`src/rtl/sram_arbiter.sv`:
```
// ---------------------------------------------------------------------------
// sram_arbiter
//   Round-robin sequencer for an external asynchronous SRAM shared by two
//   Avalon-MM-style requesters. Every SRAM-facing output is a flop, so the
//   strobes are glitch-free. The physical tri-state buffer lives one level up;
//   this block only supplies sram_dq_out / sram_dq_oe and samples sram_dq_in.
//
//   Transfer shape: IDLE (grant) -> SETUP -> ACCESS x WAIT -> DONE -> TURN x
//   TURNAROUND -> IDLE. A requester's waitrequest bit is low only in DONE.
//
// Optional feature (compile-time macro): SRAM_ARBITER_STATS_EN
//   defined   : contention_count counts stall cycles (saturating at 16'hFFFF)
//   undefined : contention_count is tied to 0
//
// Ports
//   clk, rst             clock, asynchronous active-high reset
//   m_read/m_write       per-requester request bits (write wins if both set)
//   m_address            per-requester word address (slice i = requester i)
//   m_byteenable         per-requester active-high byte enables
//   m_writedata          per-requester write data
//   m_readdata           shared read-data register
//   m_waitrequest        per-requester wait, low in that requester's DONE
//   sram_csN/sram_cs     chip select (active low / active high CE2)
//   sram_oeN, sram_weN   output / write enable, active low
//   sram_beN             active-low byte enables
//   sram_addr            SRAM word address
//   sram_dq_out/_oe/_in  data bus toward / from the pad
//   contention_count     stall statistic
// ---------------------------------------------------------------------------
module sram_arbiter #(
    parameter int ADDR_WIDTH = 18,
    parameter int DATA_WIDTH = 16,
    parameter int READ_WAIT  = 2,
    parameter int WRITE_WAIT = 2,
    parameter int TURNAROUND = 1
) (
    input  logic                        clk,
    input  logic                        rst,
    input  logic [1:0]                  m_read,
    input  logic [1:0]                  m_write,
    input  logic [2*ADDR_WIDTH-1:0]     m_address,
    input  logic [2*(DATA_WIDTH/8)-1:0] m_byteenable,
    input  logic [2*DATA_WIDTH-1:0]     m_writedata,
    output logic [DATA_WIDTH-1:0]       m_readdata,
    output logic [1:0]                  m_waitrequest,
    output logic                        sram_csN,
    output logic                        sram_cs,
    output logic                        sram_oeN,
    output logic                        sram_weN,
    output logic [DATA_WIDTH/8-1:0]     sram_beN,
    output logic [ADDR_WIDTH-1:0]       sram_addr,
    output logic [DATA_WIDTH-1:0]       sram_dq_out,
    output logic                        sram_dq_oe,
    input  logic [DATA_WIDTH-1:0]       sram_dq_in,
    output logic [15:0]                 contention_count
);

    localparam int BE_WIDTH = DATA_WIDTH / 8;

    // Wait counter only ever holds (N-1) for the longest of the three phases.
    localparam int MW1 = (READ_WAIT > WRITE_WAIT) ? READ_WAIT : WRITE_WAIT;
    localparam int MW  = (MW1 > TURNAROUND) ? MW1 : TURNAROUND;
    localparam int CW  = (MW > 1) ? $clog2(MW) : 1;

    localparam logic [CW-1:0] RD_LOAD   = CW'(READ_WAIT - 1);
    localparam logic [CW-1:0] WR_LOAD   = CW'(WRITE_WAIT - 1);
    localparam logic [CW-1:0] TURN_LOAD = CW'((TURNAROUND > 0) ? TURNAROUND - 1 : 0);

    typedef enum logic [2:0] {
        S_IDLE,
        S_SETUP,
        S_ACCESS,
        S_DONE,
        S_TURN
    } state_t;

    state_t         r_state;
    logic           r_last_grant;
    logic           r_gnt;
    logic           r_is_wr;
    logic [CW-1:0]  r_cnt;

    // ------------------------------------------------------------------
    // Arbitration (only consumed in IDLE)
    // ------------------------------------------------------------------
    logic [1:0]            w_act;
    logic                  w_any;
    logic                  w_sel;
    logic                  w_wr;
    logic [ADDR_WIDTH-1:0] w_addr;
    logic [BE_WIDTH-1:0]   w_be;
    logic [DATA_WIDTH-1:0] w_wdata;

    assign w_act = m_read | m_write;
    assign w_any = |w_act;

    always_comb begin
        w_sel = 1'b0;
        if (w_act == 2'b11)
            w_sel = ~r_last_grant;      // tie: whoever did not go last
        else
            w_sel = w_act[1];
    end

    assign w_wr    = m_write[w_sel];
    assign w_addr  = w_sel ? m_address[2*ADDR_WIDTH-1:ADDR_WIDTH]  : m_address[ADDR_WIDTH-1:0];
    assign w_be    = w_sel ? m_byteenable[2*BE_WIDTH-1:BE_WIDTH]   : m_byteenable[BE_WIDTH-1:0];
    assign w_wdata = w_sel ? m_writedata[2*DATA_WIDTH-1:DATA_WIDTH] : m_writedata[DATA_WIDTH-1:0];

    // ------------------------------------------------------------------
    // Sequencer. Outputs are assigned on the edge that enters a state, so
    // each pin value lines up exactly with the state it belongs to.
    // ------------------------------------------------------------------
    always_ff @(posedge clk or posedge rst) begin
        if (rst) begin
            r_state       <= S_IDLE;
            r_last_grant  <= 1'b1;
            r_gnt         <= 1'b0;
            r_is_wr       <= 1'b0;
            r_cnt         <= '0;
            m_readdata    <= '0;
            m_waitrequest <= 2'b11;
            sram_csN      <= 1'b1;
            sram_cs       <= 1'b0;
            sram_oeN      <= 1'b1;
            sram_weN      <= 1'b1;
            sram_beN      <= '1;
            sram_addr     <= '0;
            sram_dq_out   <= '0;
            sram_dq_oe    <= 1'b0;
        end else begin
            m_waitrequest <= 2'b11;
            case (r_state)
                S_IDLE: begin
                    sram_csN   <= 1'b1;
                    sram_cs    <= 1'b0;
                    sram_oeN   <= 1'b1;
                    sram_weN   <= 1'b1;
                    sram_dq_oe <= 1'b0;
                    sram_beN   <= '1;
                    if (w_any) begin
                        r_state      <= S_SETUP;
                        r_gnt        <= w_sel;
                        r_last_grant <= w_sel;
                        r_is_wr      <= w_wr;
                        sram_csN     <= 1'b0;
                        sram_cs      <= 1'b1;
                        sram_addr    <= w_addr;
                        sram_beN     <= ~w_be;
                        // Read: output enable from SETUP. Write: drive the bus
                        // one cycle ahead of weN so data is valid at its fall.
                        sram_oeN     <= w_wr;
                        sram_dq_oe   <= w_wr;
                        if (w_wr)
                            sram_dq_out <= w_wdata;
                    end
                end

                S_SETUP: begin
                    r_state  <= S_ACCESS;
                    r_cnt    <= r_is_wr ? WR_LOAD : RD_LOAD;
                    sram_weN <= ~r_is_wr;
                end

                S_ACCESS: begin
                    if (r_cnt == '0) begin
                        r_state  <= S_DONE;
                        sram_weN <= 1'b1;
                        sram_oeN <= 1'b1;
                        if (!r_is_wr)
                            m_readdata <= sram_dq_in;
                        m_waitrequest[r_gnt] <= 1'b0;
                    end else begin
                        r_cnt <= r_cnt - 1'b1;
                    end
                end

                S_DONE: begin
                    // csN and dq_oe were held through DONE for data hold time.
                    sram_csN   <= 1'b1;
                    sram_cs    <= 1'b0;
                    sram_dq_oe <= 1'b0;
                    sram_beN   <= '1;
                    if (TURNAROUND > 0) begin
                        r_state <= S_TURN;
                        r_cnt   <= TURN_LOAD;
                    end else begin
                        r_state <= S_IDLE;
                    end
                end

                S_TURN: begin
                    if (r_cnt == '0)
                        r_state <= S_IDLE;
                    else
                        r_cnt <= r_cnt - 1'b1;
                end

                default: r_state <= S_IDLE;
            endcase
        end
    end

    // ------------------------------------------------------------------
    // Contention statistic
    // ------------------------------------------------------------------
`ifdef SRAM_ARBITER_STATS_EN
    logic [15:0] r_contention;
    logic        w_contend;

    // The non-owner is asking while the FSM is busy for the owner.
    assign w_contend = (r_state != S_IDLE) && w_act[~r_gnt];

    always_ff @(posedge clk or posedge rst) begin
        if (rst)
            r_contention <= '0;
        else if (w_contend && (r_contention != 16'hFFFF))
            r_contention <= r_contention + 16'd1;
    end

    assign contention_count = r_contention;
`else
    assign contention_count = 16'd0;
`endif

endmodule

```
`config.mk`:
```
export PLATFORM = sky130hd
export DESIGN_NAME = sram_arbiter
export DESIGN_NICKNAME = d
export VERILOG_FILES = /design/src/rtl/sram_arbiter.sv
export SDC_FILE = /design/constraint.sdc
export NUM_CORES = 1
export LEC_CHECK = 0
export CORE_ASPECT_RATIO = 0.8
export CORE_UTILIZATION = 43
export CTS_BUF_LIST = sky130_fd_sc_hd__clkbuf_8
export DETAILED_ROUTE_END_ITERATION = 7
export PLACE_DENSITY = 0.91
export RECOVER_POWER = 100
export SLEW_MARGIN = 20
export SYNTH_ARGS = -nofsm -noshare
export SYNTH_HDL_FRONTEND = slang
export SYNTH_SLANG_ARGS = --single-unit
```
`constraint.sdc`:
```
create_clock -name clk -period 4 [get_ports clk]
set_clock_uncertainty 0.2 [all_clocks]
set_input_delay 0.4 -clock clk [delete_from_list [all_inputs] [get_ports clk]]
set_output_delay 0.4 -clock clk [all_outputs]
set_load 0.05 [all_outputs]
```
==> results.txt <==
- The run finished, with violations left.
* Failing checks: capacitance limit, slew limit
- Detailed placer's ending HPWL: 5612 um
- The clock passes through at most 2 buffers.
- Power spread over the standard cell area amounts to 883.1 nW/um^2.
- The number of global-route vias before repair came to 2,490.
- Antenna violation net count after detailed routing: 0
- # resized after CTS: 0
* Root Buffer Master: clkbuf_8
- Part of the power in registers: 0.295
* Most common cell after layout, fill and taps aside: clkdlybuf4s50_1
- Maximum resistive drop on vdd: 461.0 uV
- Highest Clock Rate: 377.9 MHz
- Worst-path clk slew: 0.07 ns
* Met2 track demand over resource in global routing: 0.3521
- In the layout the commonest cells are 90 x clkdlybuf4s50_1, 62 x dlygate4sd3_1, 58 x dfrtp_1.
- For met1 alone, demand over resource in global routing was 0.2373.
- Global-route congestion overflow total: 0
* Layout overhead on the synthesized area: 52.73%
- For this configuration, the core starts out at a cell density of 0.4461.
* Worst setup path class: reg2reg
- Area of the core: 6925 um^2
- Portion of synthesized cell area occupied by the leading cell type: 0.4698
- Io pins: 169
- Net count reported at finish: 514
- Clock tree synthesis found a total of 66 sinks.
* Later-pin clock latency in the skew report: 0.33 ns
- Summing every instance area after synthesis gives 3089 um^2.
* Number of diodes: 0
- Worst max-slew margin expressed relative to the limit: -0.07918
- Measured along the x axis, the die boundary spans 96.77 um.
- STA classifies the critical path endpoint as a flop.
- At the worst endpoint, the required time is 4.01 ns.
* Mean Syn Cell Area: 11.48 um^2
- The first routing iteration left 19 violations.
* Post-CTS Hold Buffers: 0
* Flip-flop and latch count after synthesis: 66
- Port buffering added 152 buffers.
- Final Max Tran Viols: 45
- WP data arrival: 2.65 ns
- Number of synthesized flops with an enable pin: 0
- In the routed design, unresolved DRC markers number 0.
- The congestion estimate from routability-driven global placement came to 0.7471.
* Total internal power: 2089 uW
* Vias per std cell: 4.881
- Of the total power, the clock network draws 0.125.
* Path type of the worst min-delay path: reg2reg
- Cell types with the largest area share after synthesis: dfrtp_1 47%, mux2i_1 12%, dfstp_2 6.8%, buf_4 5.3%, o21ai_0 5.0%
- Synthesized instance count: 269
* Total negative setup slack: 0 ns
- Busiest metal layer after global routing: met2
- Height of the chip: 77.81 um
* Max cap viols: 1
* Initial antenna violation count: 0
- Setup repair after global routing left no endpoint under its margin.
* Kind of launch point of the worst setup path: flop
- First-pass iteration count of the detailed router: 4
- Largest net degree at the start of global routing: 45
- Cell type with the highest aggregate area in the netlist: dfrtp_1
* Maximum level of the CTS H-tree: 3
- Std cell rows: 27
- Total via count after detailed routing: 2,499
- Counting flops with an async set or reset pin after synthesis yields a share of 1.000.
- Clock buffer count from CTS: 9
- Distinct cells, synth: 39
- Sw Share: 0.4987
* Final setup violation count: 0
- Warnings from Yosys: 0
- Period Utilization, post-route: 0.6616
- Main flop type after synthesis: dfrtp_1
- Met3 usage in global routing: 0.06757
* CTS tree: done
- For this design the static power due to leakage is 0.002108 uW.
- The first global-routing pass estimated 12,100 um of wire.
- The floorplan step defined a die boundary enclosing 7529 um^2.
- For the pin with the worst max-slew slack, the measured transition is 1.617 ns.
* Combinational group share of total power: 0.580
* # fillers: 531
- Post-layout min period: 2.646 ns
- Aggregate global-route resource usage: 0.2036
- The share of the Yosys chip area taken by registers is 0.5379.
* Detailed Route WL: 7274 um
* Peak fanout along the critical path: 16
* Setup Buffers After CTS: 0
- After detailed routing, the average wire length per cell comes to 14.21 um.
- Fraction of layout instances using a drive strength above 1: 0.08000
- Sw power: 2078 uW
* Final Core Density: 0.6813
- The number of hold violations in the final report was 0.
final timing paths:
kind	startpoint	endpoint	slack, ns	depth (start not counted)
worst max-delay path	r_state[1]	m_readdata[13]	1.35	4
worst min-delay path	r_gnt	m_waitrequest[1]	0.21	1
worst max register to register	r_state[1]	m_readdata[13]	1.35	4
worst min register to register	r_gnt	m_waitrequest[1]	0.21	1
max in group asynchronous	rst	r_cnt	1.49	3
min in group asynchronous	rst	m_readdata[9]	0.82	2
cell type report:
type | count | area (um^2) | share of cell area
timing repair buffer | 157 | 1551 | 0.3288
inverter | 6 | 22.52 | 0.004773
sequential | 66 | 1662 | 0.3522
multi-input combinational | 180 | 1187 | 0.2517
clock buffer | 9 | 123.9 | 0.02625
tap | 87 | 108.9 | 0.02307
clock inverter | 7 | 62.56 | 0.01326
power groups by stage:
stage,logic (uW),clock network [uW],registers [uW]
finish,2420,521,1230
detailed placement,2600,0,1260
global route,2560,570,1280
global placement,2550,0,1250
floorplan,879,0,2200
CTS,2610,542,1260
per-stage QoR:
stage	worst slack [ns]	hold slack [ns]	instance area (um^2)	instances	power (uW)
after floorplan	1.758	0.1848	3146	284	3078
after global placement	1.429	0.1966	4588	496	3793
after detailed placement	1.318	0.2089	4588	496	3868
after CTS	1.463	0.2179	4775	512	4409
after global routing	1.044	0.2685	4718	512	4412
final	1.354	0.2135	4718	512	4167
worst max-delay path, stage by stage (launching register included):
cell	delay (ns)
dfrtp_1	0.61
inv_1	0.17
nor4_1	0.46
and2b_1	0.67
mux2_1	0.40
Yosys cell counts (all sizes together), types with 2 or more instances:
| library cell | instances |
|---|---|
| dfrtp | 58 |
| nand2 | 41 |
| o21ai | 38 |
| mux2i | 36 |
| buf | 30 |
| mux2 | 16 |
| dfstp | 8 |
| inv | 6 |
| a21oi | 3 |
| nor2 | 3 |
| o22a | 3 |
| a211oi | 2 |
| a31oi | 2 |
| clkbuf | 2 |
| nor3 | 2 |
| o21a | 2 |
| o41ai | 2 |
cell families (layout without fill, tap and decap cells):
| group | count (synthesis) | after routing | synth area share |
|---|---|---|---|
| AO/OA/AOI/OAI | 57 | 57 | 0.1085 |
| AND/OR/NAND/NOR | 54 | 54 | 0.07980 |
| other | 1 | 16 | 0.001214 |
| flip-flops | 66 | 66 | 0.5379 |
| XOR/XNOR | 1 | 1 | 0.002836 |
| multiplexers | 52 | 52 | 0.1859 |
| buffers and inverters | 38 | 179 | 0.08384 |
state kept, by name (all words and copies together) (netlist names):
signal	cells
sram_addr	18
m_readdata	16
sram_dq_out	16
r_state	3
m_waitrequest	2
sram_beN	2
r_cnt	1
r_gnt	1
r_is_wr	1
r_last_grant	1
sram_cs	1
sram_csN	1
sram_dq_oe	1
sram_oeN	1
sram_weN	1
per-layer routing:
layer,part of all wire,vias to the layer above,wire length (um)
li1,-,1210,-
met1,0.40,1177,2911
met2,0.51,100,3694
met3,0.076,12,556
met4,0.015,0,112
met5,0,-,0
Note: power is estimated with default switching activity, not from simulation.
